==> config.mk <==
export PLATFORM = sky130hd
export DESIGN_NAME = spi_slave_port
export DESIGN_NICKNAME = d
export VERILOG_FILES = /design/src/rtl/spi_slave_port.sv
export SDC_FILE = /design/constraint.sdc
export NUM_CORES = 1
export LEC_CHECK = 0
export BUFFER_PORTS_ARGS = -buffer_cell sky130_fd_sc_hd__buf_2
export CAP_MARGIN = 40
export CORE_ASPECT_RATIO = 0.9
export CORE_MARGIN = 10
export CORE_UTILIZATION = 35
export CTS_CLUSTER_DIAMETER = 120
export DETAILED_ROUTE_END_ITERATION = 6
export GPL_TIMING_DRIVEN = 0
export PLACE_DENSITY = 0.54
export SLEW_MARGIN = 20
export SYNTH_ARGS = -nofsm -noshare
export SYNTH_HDL_FRONTEND = slang
export SYNTH_SLANG_ARGS = --single-unit
==> constraint.sdc <==
create_clock -name clk -period 6.8 [get_ports clk]
set_input_delay 0.68 -clock clk [delete_from_list [all_inputs] [get_ports clk]]
set_output_delay 0.68 -clock clk [all_outputs]
set_load 0.01 [all_outputs]
==> src/rtl/spi_slave_port.sv <==
// SPI mode-0 responder (CPOL=0, CPHA=0, MSB first) running entirely in the clk
// domain. sclk/cs_n/mosi are synchronized and edge-detected. A one-entry TX
// holding buffer feeds the TX shift register. Each completed RX word is
// presented with a single-cycle rx_valid pulse.
module spi_slave_port #(
    parameter int unsigned W           = 32,
    parameter int unsigned SYNC_STAGES = 2
) (
    input  logic         clk,
    input  logic         rst,
    input  logic         sclk,
    input  logic         cs_n,
    input  logic         mosi,
    output logic         miso,
    input  logic [W-1:0] tx_data,
    input  logic         tx_valid,
    output logic         tx_ready,
    output logic [W-1:0] rx_data,
    output logic         rx_valid,
    output logic         tx_underrun,
    output logic         busy
);

    localparam int unsigned CW = (W > 1) ? $clog2(W) : 1;

    typedef enum logic {
        IDLE  = 1'b0,
        SHIFT = 1'b1
    } state_t;

    // Index 0 is the first synchronizer stage. Index SYNC_STAGES-1 is the synchronized
    // value. Index SYNC_STAGES is the history flop used for edge detection.
    logic [SYNC_STAGES:0]   sclk_pipe_q, sclk_pipe_d;
    logic [SYNC_STAGES:0]   cs_pipe_q, cs_pipe_d;
    logic [SYNC_STAGES-1:0] mosi_pipe_q, mosi_pipe_d;

    logic sclk_rise, sclk_fall, cs_fall, cs_rise, mosi_sync;

    state_t         state_q, state_d;
    logic [W-1:0]   tx_shift_q, tx_shift_d;
    logic [W-1:0]   rx_shift_q, rx_shift_d;
    logic [CW-1:0]  bit_cnt_q, bit_cnt_d;
    logic           word_done_q, word_done_d;
    logic [W-1:0]   hold_q, hold_d;
    logic           hold_full_q, hold_full_d;
    logic [W-1:0]   rx_data_q, rx_data_d;
    logic           rx_valid_q, rx_valid_d;
    logic           tx_underrun_q, tx_underrun_d;
    logic           reload;

    // Shift raw pins through the synchronizer chains.
    always_comb begin
        sclk_pipe_d = {sclk_pipe_q[SYNC_STAGES-1:0], sclk};
        cs_pipe_d   = {cs_pipe_q[SYNC_STAGES-1:0], cs_n};
        mosi_pipe_d = {mosi_pipe_q[SYNC_STAGES-2:0], mosi};
    end

    assign sclk_rise = sclk_pipe_q[SYNC_STAGES-1] & ~sclk_pipe_q[SYNC_STAGES];
    assign sclk_fall = ~sclk_pipe_q[SYNC_STAGES-1] & sclk_pipe_q[SYNC_STAGES];
    assign cs_fall   = ~cs_pipe_q[SYNC_STAGES-1] & cs_pipe_q[SYNC_STAGES];
    assign cs_rise   = cs_pipe_q[SYNC_STAGES-1] & ~cs_pipe_q[SYNC_STAGES];
    assign mosi_sync = mosi_pipe_q[SYNC_STAGES-1];

    // Frame FSM, shift registers and holding-buffer bookkeeping.
    always_comb begin
        state_d       = state_q;
        tx_shift_d    = tx_shift_q;
        rx_shift_d    = rx_shift_q;
        bit_cnt_d     = bit_cnt_q;
        word_done_d   = word_done_q;
        hold_d        = hold_q;
        hold_full_d   = hold_full_q;
        rx_data_d     = rx_data_q;
        rx_valid_d    = 1'b0;
        tx_underrun_d = 1'b0;
        reload        = 1'b0;

        case (state_q)
            IDLE: begin
                if (cs_fall) begin
                    state_d     = SHIFT;
                    reload      = 1'b1;
                    bit_cnt_d   = '0;
                    word_done_d = 1'b0;
                end
            end
            SHIFT: begin
                // cs_rise has priority over any sclk edge seen in the same cycle.
                if (cs_rise) begin
                    state_d     = IDLE;
                    tx_shift_d  = '0;
                    bit_cnt_d   = '0;
                    word_done_d = 1'b0;
                end else if (sclk_rise) begin
                    rx_shift_d = {rx_shift_q[W-2:0], mosi_sync};
                    if (bit_cnt_q == CW'(W - 1)) begin
                        rx_data_d   = {rx_shift_q[W-2:0], mosi_sync};
                        rx_valid_d  = 1'b1;
                        bit_cnt_d   = '0;
                        word_done_d = 1'b1;
                    end else begin
                        bit_cnt_d = bit_cnt_q + 1'b1;
                    end
                end else if (sclk_fall) begin
                    if (word_done_q) begin
                        reload      = 1'b1;
                        word_done_d = 1'b0;
                    end else begin
                        tx_shift_d = tx_shift_q << 1;
                    end
                end
            end
            default: state_d = IDLE;
        endcase

        // A reload checks the buffer state from before this cycle's handshake.
        // A word accepted in the same cycle therefore waits for the next word.
        if (reload) begin
            if (hold_full_q) begin
                tx_shift_d  = hold_q;
                hold_full_d = 1'b0;
            end else begin
                tx_shift_d    = '0;
                tx_underrun_d = 1'b1;
            end
        end

        if (tx_valid && tx_ready) begin
            hold_d      = tx_data;
            hold_full_d = 1'b1;
        end
    end

    // State and datapath registers with asynchronous active-high reset.
    always_ff @(posedge clk or posedge rst) begin
        if (rst) begin
            sclk_pipe_q   <= '0;
            cs_pipe_q     <= '0;
            mosi_pipe_q   <= '0;
            state_q       <= IDLE;
            tx_shift_q    <= '0;
            rx_shift_q    <= '0;
            bit_cnt_q     <= '0;
            word_done_q   <= 1'b0;
            hold_q        <= '0;
            hold_full_q   <= 1'b0;
            rx_data_q     <= '0;
            rx_valid_q    <= 1'b0;
            tx_underrun_q <= 1'b0;
        end else begin
            sclk_pipe_q   <= sclk_pipe_d;
            cs_pipe_q     <= cs_pipe_d;
            mosi_pipe_q   <= mosi_pipe_d;
            state_q       <= state_d;
            tx_shift_q    <= tx_shift_d;
            rx_shift_q    <= rx_shift_d;
            bit_cnt_q     <= bit_cnt_d;
            word_done_q   <= word_done_d;
            hold_q        <= hold_d;
            hold_full_q   <= hold_full_d;
            rx_data_q     <= rx_data_d;
            rx_valid_q    <= rx_valid_d;
            tx_underrun_q <= tx_underrun_d;
        end
    end

    assign tx_ready    = ~hold_full_q;
    assign busy        = (state_q == SHIFT);
    assign miso        = (state_q == SHIFT) ? tx_shift_q[W-1] : 1'b0;
    assign rx_data     = rx_data_q;
    assign rx_valid    = rx_valid_q;
    assign tx_underrun = tx_underrun_q;

endmodule

==> results.md, run 1 <==
- Crit-path max cell delay: 0.47 ns
- Crit path DAT: approximately 1.8 ns
- Placed Area: about 0.0075 sq mm
- Clock Tree Root: clkbuf_16
- Peak supply drop: about 170 uV
- Ranking of synthesized cells by area: dfrtp_1 54%, mux2_1 11%, mux2_2 4.8%, a211oi_2 4.1%, a21oi_2 3.9%
- FF+latch count, synth: around 150
- Fin crit share: 36.1%
- Post-Place Worst Slack: 4.73 ns
- Post-Route Skew: between 0.007 and 0.008 ns
- Design area: approximately 0.008 sq mm
- Port buffer count: 74
- Most common flop cell mapped by yosys: dfrtp_1
- Rel. slew slack: 61.7%
- CP Data Required Time: approximately 6.1 ns
- DRT Pass-1 Iters: 4
- CTS Hold Bufs: 0
- R2R depth: 6
- Endpoint class of the critical path: output pin
- Synth area leader: dfrtp_1
- Setup Crit Path Kind: flip-flop to output pin
- Fmax achieved: 0.407 GHz
- Total CTS buffers: 17
- Setup TNS: 0 ns
- Residual DRC: 0
- Critical path peak fanout: 10
- Clock sinks: ~150
- Critical path buffers and inverters: 4
- PnR Total Power: approximately 2.7 mW
- Final Hold Vio Count: 0
- H-tree depth: 4
- Post-synthesis sequential area ratio: between 50% and 60%
- Postcts setup bufs: 0
- Core Region: 0.0191 sq mm
- Initial antenna violation count: 0
- Leak: around 3.6 nW
- DR iter-0 viols: approximately 260
- Crit path cell chain: buf_2 -> buf_1 -> inv_1 -> buf_2
- Nets: 700
- Post-synth top cells: 145 x dfrtp_1, 66 x mux2_1, 37 x a21oi_1
- First-pass GRT wire length: 26100 um
- Largest net degree at the start of global routing: 90
- Die Y: around 150 um
- Unique cell type count in the Yosys netlist: 42
- Status: finished, final reports clean
- DRT antenna net count: 0
- Post-synth EDFFs: 0
- Async S/R FF share, synth: between 90% and 100%
- Most common cell in the synthesized netlist: dfrtp_1
- Wirelength per Cell: between 15 and 20 um
- RSZ-0062 raised after global routing: false
- Critical Path Start Type: flip-flop
- Routed wire length: approximately 15000 um
- Clk_lat worst skew: about 0.42 ns
- Setup slack, reg-to-reg: between 4 and 5 ns
- Worst slew pin tran: around 0.57 ns
- Vias in the first global route: 4932
- R2r endpoint: rx_data[29]
- Rows: 48
- Starting Density: about 35%
- CTS tree: yes
- Syn nets: just over 600
- Post-Syn Area: between 0.006 and 0.007 sq mm
- CP dominant cell by count: buf_2
- Post-DP HPWL: 10800 um
- Cell family with most CP delay: buffers and inverters
- Clock-pin transition on the worst setup and hold timing paths: 0.06 ns
- CTS resizes: 0
- Die Wd: about 170 um
- GRT Residual Overflow: 0
- # IOs: 75
- Fin. max-slew vios: 0
- Origin of the critical flop-to-flop path: bit_cnt_q[0]
- Max-cap viol count: 0
- Fin crit period: approximately 2.5 ns
- Util after Layout: between 40% and 50%
- Placer Congestion: 0.799
- DR vias: between 4000 and 5000
- GRT Overall Usage: 12.4%
- Crit path max-delay cell type: buf_1
- Clock Tree Buf Depth: 2
- Power Dens Cells: about 340 mW/mm^2
- Diodes inserted: 0
- Post-synth top area share: 53.7%
- Syn. warnings: 0
- Die area: about 0.025 sq mm
- Setup violations, final: 0
- Via/cell ratio: 5.03
- Synth-to-Final Area Change: 19.1%
- HP Class: input pin to asynchronous set/reset pin
- Post-synthesis cell count: about 570
- Layout cells sized above 1: 31.9%
- Final worst slack: between 4 and 5 ns
- Mapped Avg Cell Area: roughly 12 sq um
[logic make-up (layout without fill, tap and decap cells)]
| family | Yosys count | after routing | synth area share (%) |
|---|---|---|---|
| and+or+nand+nor | 151 | 151 | 12.5 |
| AOI/OAI and AO/OA | 112 | 112 | 13.1 |
| DFF | 145 | 145 | 53.7 |
| buffers and inverters | 60 | 167 | 4.33 |
| adders and majority gates | 2 | 2 | 0.370 |
| muxes | 96 | 96 | 16.0 |
[cell type report]
cell class	instances	area [sq um]
Fill cell	1830	11000
Sequential cell	145	3630
Multi-Input combinational cell	361	2840
Clock buffer	18	429
Timing Repair Buffer	75	398
Tap cell	250	313
Buffer	51	259
Clock inverter	14	141
Inverter	9	41.3
[registers in the layout, indices dropped and copies added (netlist names), 2 cells and up]
| signal | cells |
|---|---|
| sclk_pipe_q | 3 |
| rx_data | 32 |
| bit_cnt_q | 5 |
| hold_q | 32 |
| mosi_pipe_q | 2 |
| tx_shift_q | 32 |
| rx_shift_q | 31 |
| cs_pipe_q | 3 |
[worst reg2reg max path: cells and delay by family, from the launching register on]
family,cells,cell delay (ns)
muxes,1,0.36
and+or+nand+nor,2,0.39
buffers and inverters,1,0.31
adders and majority gates,2,0.47
DFF,1,0.39
[cell usage in the layout (no fill, tap or decap), types with 3 or more instances in the layout]
cell type,instances
dfrtp_1,145
buf_2,89
mux2_1,66
a21oi_1,37
nand3_1,33
nor2_1,33
nand3b_1,31
nor3_1,31
a21oi_2,30
clkbuf_1,29
mux2_2,29
a211oi_2,22
clkbuf_16,17
a211oi_1,9
inv_1,7
buf_6,6
nand2_1,5
o21ai_1,5
clkinv_2,5
clkinvlp_4,4
nor2b_1,3
[per-layer routing]
metal	part of all wire (%)	routed length (um)	track usage (%)	up-vias
met5	0	0	0	-
met3	3.0	460	2.73	12
met1	48	7320	15.9	2353
met2	48	7340	19.9	64
met4	1.1	173	4.64	0
li1	-	-	-	2215
[per-stage QoR]
| step | std cells | hold WS (ns) |
|---|---|---|
| detailed placement | 891 | 0.336 |
| CTS | 923 | 0.267 |
| global route | 923 | 0.288 |
| global placement | 890 | 0.337 |
| floorplan | 566 | 0.331 |
| finish | 923 | 0.261 |
[report_power, final]
| part | internal [mW] | switching (mW) |
|---|---|---|
| logic | 0.286 | 0.309 |
| clock network | 0.538 | 0.376 |
| registers | 1.06 | 0.154 |
| total | 1.88 | 0.839 |
[worst max path at each step]
stage                            start      endpoint  slack [ns]  depth (start not counted)
after floorplan                    rst  bit_cnt_q[0]        2.23                          1
after global placement             rst    hold_q[10]        0.52                          2
after detailed placement  bit_cnt_q[0]    rx_data[4]        4.73                          6
after CTS                  hold_full_q      tx_ready        4.31                          4
after global routing       hold_full_q      tx_ready        4.21                          4
final                      hold_full_q      tx_ready        4.35                          4
Note: power is estimated with default switching activity, not from simulation.
==> run 2: changes to the inputs <==
--- a/config.mk
+++ b/config.mk
@@ -13,7 +13,7 @@
 export CTS_CLUSTER_DIAMETER = 120
 export DETAILED_ROUTE_END_ITERATION = 6
 export GPL_TIMING_DRIVEN = 0
-export PLACE_DENSITY = 0.54
+export PLACE_DENSITY = 0.56
 export SLEW_MARGIN = 20
 export SYNTH_ARGS = -nofsm -noshare
 export SYNTH_HDL_FRONTEND = slang
==> constraint.sdc (replaced) <==
create_clock -name clk -period 1.95 [get_ports clk]
set_input_delay 0.195 -clock clk [delete_from_list [all_inputs] [get_ports clk]]
set_output_delay 0.195 -clock clk [all_outputs]
set_load 0.01 [all_outputs]
==> run 2 against run 1 <==
Effect of this change:
- die area unchanged
- critical path depth grew 2
- register-to-register slack lost 4.7 ns
- sequential power increased to 3.5 times the previous value
- wire length grew 1.9%
- count of clock-buffer cells in the layout shrank 1
- utilization up 2.6 points
- sequential share of layout area down 2.6 points
- cell count up 3.8%
- clock skew up 0.0018 ns
- non-clock buffer count up 35
==> results.md, run 2 (same netlist as run 1, synthesis figures left out) <==
- Status: finished, final reports clean
- RSZ-0062 raised after global routing: true
- First-pass GRT wire length: roughly 26000 um
- Endpoint class of the critical path: flip-flop
- Setup Crit Path Kind: flip-flop to flip-flop
- Max-cap viol count: 0
- DR iter-0 viols: about 260
- Most common cell after layout, fill and taps aside: dfrtp_1
- Crit path DAT: roughly 2.2 ns
- Post-Route Skew: between 0.009 and 0.01 ns
- HP Class: input pin to flip-flop
- Initial antenna violation count: 0
- Clock sinks: approximately 150
- GRT Residual Overflow: 0
- Placed Area: 0.00755 sq mm
- Peak supply drop: ~550 uV
- WHS Path Cells: 2
- Clock Tree Root: clkbuf_16
- Worst slew pin tran: between 0.5 and 0.6 ns
- Die Wd: 166 um
- Clock-pin transition on the worst setup and hold timing paths: 0.06 ns
- DR vias: 4871
- Rel. slew slack: between 60% and 70%
- Commonest cells after routing, fill and taps aside: 145 x dfrtp_1, 86 x buf_2, 66 x mux2_1
- Final Hold Vio Count: 0
- CTS tree: yes
- Setup violations, final: 0
- Layout cells sized above 1: 32.3%
- Core Region: 0.0191 sq mm
- Diodes inserted: 0
- Fin crit period: between 1.5 and 2 ns
- Starting Density: a little over a third
- Post-DP HPWL: 11000 um
- Crit path cell chain: ha_1 -> and3_1 -> ha_1 -> nand4_4 -> buf_4 -> mux2_1
- Die area: roughly 0.025 sq mm
- Rows: between 40 and 50
- # IOs: 75
- Port buffer count: 74
- Origin of the critical flop-to-flop path: bit_cnt_q[0]
- Crit path max-delay cell type: dfrtp_1
- Util after Layout: 44.7%
- Design area: about 0.0085 sq mm
- WHS Endpoint: hold_q[31]
- Routed wire length: 15600 um
- Critical path peak fanout: 10
- Residual DRC: 0
- R2r endpoint: rx_data[20]
- Via/cell ratio: about 5
- Hold_sp: tx_data[31]
- Clock Tree Buf Depth: 2
- PnR Total Power: 9.99 mW
- H-tree depth: 4
- DRT antenna net count: 0
- Synth-to-Final Area Change: 26.3%
- Critical Path Start Type: flip-flop
- GRT Overall Usage: roughly an eighth
- R2R depth: 6
- Fin crit share: slightly below 100%
- Nets: between 700 and 800
- Clk_lat worst skew: approximately 0.42 ns
- Die Y: 152 um
- Setup slack, reg-to-reg: between 0.03 and 0.04 ns
- Vias in the first global route: approximately 5000
- DRT Pass-1 Iters: 5
- Crit-path max cell delay: between 0.3 and 0.4 ns
- Total CTS buffers: 17
- Power Dens Cells: about 1200 mW/mm^2
- CP Data Required Time: between 2 and 2.5 ns
- Post-Place Worst Slack: -0.101 ns
- Fin. max-slew vios: 0
- Largest net degree at the start of global routing: 32
- Wirelength per Cell: ~16 um
- Leak: just under 4 nW
- Placer Congestion: a little over 0.8
- Fmax achieved: 0.521 GHz
- Final worst slack: roughly 0.031 ns
- CP dominant cell by count: ha_1
==> run 2: changes by cell type in the layout (fill, tap and decap cells not counted), moves of 2 or more <==
cell | before | now
dlygate4sd3_1 | 0 | 30
clkbuf_1 | 29 | 21
clkbuf_2 | 0 | 7
buf_12 | 0 | 5
buf_4 | 1 | 6
buf_2 | 89 | 86
bufinv_16 | 2 | 5
inv_6 | 1 | 4
clkinv_2 | 5 | 3
clkinvlp_4 | 4 | 2
==> run 2: routing by layer <==
| layer | vias up | global-route usage, % | wire length [um] |
|---|---|---|---|
| met1 | 2469 | 16.4 | 7420 |
| met3 | 13 | 2.81 | 535 |
| met4 | 0 | 4.85 | 233 |
| met5 | - | 0 | 0 |
| li1 | 2304 | - | - |
| met2 | 85 | 19.4 | 7400 |
==> run 2: final cells by class <==
| type | instances | area, sq um |
|---|---|---|
| buffer | 50 | 272 |
| clock buffer | 17 | 425 |
| clock inverter | 15 | 228 |
| fill | 1790 | 10600 |
| inverter | 9 | 37.5 |
| multi-input combinational | 361 | 2850 |
| sequential | 145 | 3630 |
| tap | 250 | 313 |
| timing repair buffer | 111 | 786 |
==> run 2: worst max-delay path by stage <==
stage | from | end | slack, ns
floorplan | rst | bit_cnt_q[0] | -0.06
global placement | rst | mosi_pipe_q[0] | -1.01
detailed placement | bit_cnt_q[0] | rx_data[24] | -0.10
CTS | busy | tx_shift_q[24] | 0.02
global route | bit_cnt_q[0] | rx_data[4] | -0.04
finish | bit_cnt_q[0] | rx_data[20] | 0.03
==> run 2: stage by stage <==
step / hold slack (ns) / std cells / setup TNS, ns
final: 0.0154 / 958 / 0
after global routing: 0.00396 / 958 / -0.778
after CTS: 0.000467 / 956 / 0
after detailed placement: 0.129 / 895 / -2.48
after global placement: 0.304 / 890 / -147.38
after floorplan: 0.226 / 566 / -9.28
==> run 2: where the power goes <==
group / switching [mW] / total, mW / leakage [nW] / internal (mW)
Sequential: 0.530 / 4.21 / 1.83 / 3.68
Combinational: 1.09 / 2.14 / 1.69 / 1.05
Clock: 1.35 / 3.64 / 0.320 / 2.29
==> run 2: worst max-delay path, delay by kind of cell (launching register included) <==
family / cells / cell delay [ns]
simple gates: 2 / 0.35
fa+ha+maj: 2 / 0.49
mux: 1 / 0.35
buf+inv: 1 / 0.22
flops: 1 / 0.39
==> run 2: what timing repair did <==
item / CTS / global route
endpoints found under the hold margin: 87 / 0
gates resized for setup: 5 / 12
endpoints found under the setup margin: 30 / 53
setup buffers: 0 / 2
hold buffers: 30 / 0
==> run 3: changes to the inputs <==
--- a/config.mk
+++ b/config.mk
@@ -11,6 +11,7 @@
 export CORE_MARGIN = 10
 export CORE_UTILIZATION = 35
 export CTS_CLUSTER_DIAMETER = 120
+export CTS_CLUSTER_SIZE = 28
 export DETAILED_ROUTE_END_ITERATION = 6
 export GPL_TIMING_DRIVEN = 0
 export PLACE_DENSITY = 0.56
==> constraint.sdc (replaced) <==
create_clock -name clk -period 1.95 [get_ports clk]
set_input_delay 0.39 -clock clk [delete_from_list [all_inputs] [get_ports clk]]
set_output_delay 0.39 -clock clk [all_outputs]
set_load 0.01 [all_outputs]
==> run 3 against run 2 <==
Effect of this change:
- flip-flop and latch count is the same
- count of clock-buffer cells in the layout did not move
- maximum frequency grew 3.0%
- power fell by 0.42%
- sequential power barely moved
- utilization shrank 1.5 points
- register-to-register slack improved by 0.06 ns
- wire length down 0.90%
- first-iteration DRC count is 1.5% lower
- cell count shrank 3.0%
- combinational power is 2% lower
- critical endpoint unchanged
- largest cell class unchanged
- highest routed layer unchanged
==> results.md, run 3 (same netlist as run 1, synthesis figures left out) <==
- H-tree depth: 4
- Placer Congestion: just over 0.8
- Core Region: roughly 0.019 sq mm
- Fin crit share: a little over nine tenths
- Fin. max-slew vios: 0
- CP dominant cell by count: ha_1
- CP Data Required Time: ~2.3 ns
- Worst slew pin tran: 0.564 ns
- Clock-pin transition on the worst setup and hold timing paths: 0.06 ns
- Vias in the first global route: between 4000 and 5000
- DR iter-0 viols: 260
- Clock sinks: 145
- Rel. slew slack: around 62%
- Wirelength per Cell: approximately 17 um
- Crit path max-delay cell type: dfrtp_1
- Layout cells sized above 1: 33.9%
- Max-cap viol count: 0
- PnR Total Power: approximately 10 mW
- Commonest cells after routing, fill and taps aside: 145 x dfrtp_1, 86 x buf_2, 66 x mux2_1
- Final Hold Vio Count: 0
- Crit path DAT: ~2.2 ns
- Nets: 706
- Leak: 3.74 nW
- Initial antenna violation count: 0
- Final worst slack: between 0.08 and 0.09 ns
- Crit-path max cell delay: around 0.39 ns
- Post-Route Skew: 0.0121 ns
- RSZ-0062 raised after global routing: false
- Most common cell after layout, fill and taps aside: dfrtp_1
- Clock Tree Root: clkbuf_16
- Via/cell ratio: a little over 5
- HP Class: input pin to flip-flop
- DR vias: between 4000 and 5000
- CTS tree: yes
- Die Y: roughly 150 um
- Post-Place Worst Slack: -0.101 ns
- Setup violations, final: 0
- Crit path cell chain: ha_1 -> and3_1 -> ha_1 -> nand4_4 -> buf_6 -> mux2_1
- Endpoint class of the critical path: flip-flop
- Setup Crit Path Kind: flip-flop to flip-flop
- Die Wd: 166 um
- Die area: ~0.025 sq mm
- GRT Overall Usage: 12.3%
- Fmax achieved: ~0.54 GHz
- Residual DRC: 0
- Diodes inserted: 0
- Util after Layout: between 40% and 50%
- Post-DP HPWL: around 11000 um
- Routed wire length: between 15000 and 20000 um
- DRT Pass-1 Iters: 4
- Starting Density: a little over a third
- GRT Residual Overflow: 0
- Power Dens Cells: ~1200 mW/mm^2
- DRT antenna net count: 0
- Port buffer count: 74
- Clock Tree Buf Depth: 2
- Critical path peak fanout: 10
- Peak supply drop: between 500 and 600 uV
- First-pass GRT wire length: ~26000 um
- Clk_lat worst skew: between 0.4 and 0.5 ns
- Synth-to-Final Area Change: 22.2%
- Rows: 48
- # IOs: 75
- Largest net degree at the start of global routing: 32
- Fin crit period: 1.86 ns
- Status: finished, final reports clean
- Total CTS buffers: 17
- Critical Path Start Type: flip-flop
## run 3: repair_timing
item,in CTS,in global routing
hold buffers,1,0
buffers inserted,0,2
endpoints found under the setup margin,31,48
resized for setup,6,16
hold endpoints to repair,5,0
pin swaps,0,2
## run 3: area by class of cell
cell class,instances,area (sq um)
fill,1809,10800
sequential,145,3630
inverter,9,37.5
multi-input combinational,361,2850
clock buffer,17,425
timing repair buffer,82,495
tap,250,313
clock inverter,15,228
buffer,50,284
## run 3: power by group
group          switching [mW]  total [mW]  internal, mW
clock network            1.36        3.65          2.29
logic                    1.08        2.09          1.01
registers               0.529        4.21          3.68
total                    2.96        9.95          6.99
## run 3: path summary, 6_finish.rpt
path                                start             end  slack (ns)  cells past startpoint
min reg2reg                sclk_pipe_q[0]  sclk_pipe_q[1]        0.35                      0
max in group asynchronous             rst    bit_cnt_q[0]        0.87                      5
max                          bit_cnt_q[0]     rx_data[20]        0.09                      6
min                                  cs_n    cs_pipe_q[0]        0.07                      1
max reg2reg                  bit_cnt_q[0]     rx_data[20]        0.09                      6
min in group asynchronous             rst     rx_data[24]        0.44                      3
## run 3: critical path: cells and delay by family, from the launching register on
family / cells / cell delay [ns]
flip-flops: 1 / 0.39
buffers and inverters: 1 / 0.18
adder cells (fa/ha/maj): 2 / 0.47
multiplexers: 1 / 0.34
AND/OR/NAND/NOR: 2 / 0.34
## run 3: layer usage
| metal | wire length (um) | part of all wire, % | GRT usage (%) |
|---|---|---|---|
| met5 | 0 | 0 | 0 |
| met1 | 7390 | 48 | 16.2 |
| met2 | 7350 | 48 | 19.2 |
| met3 | 487 | 3.2 | 2.81 |
| met4 | 229 | 1.5 | 4.85 |
## run 3: per-stage QoR
| step | TNS, ns | hold slack [ns] | cells | cell area (sq um) |
|---|---|---|---|---|
| 5_1_grt | 0 | 0.0533 | 929 | 8260 |
| 4_1_cts | -0.00235 | 0.0527 | 927 | 8230 |
| 3_3_place_gp | -175.65 | 0.337 | 890 | 7450 |
| 3_5_place_dp | -2.48 | 0.324 | 895 | 7550 |
| 6_report | 0 | 0.0680 | 929 | 8260 |
| 2_1_floorplan | -37.56 | 0.331 | 566 | 6760 |
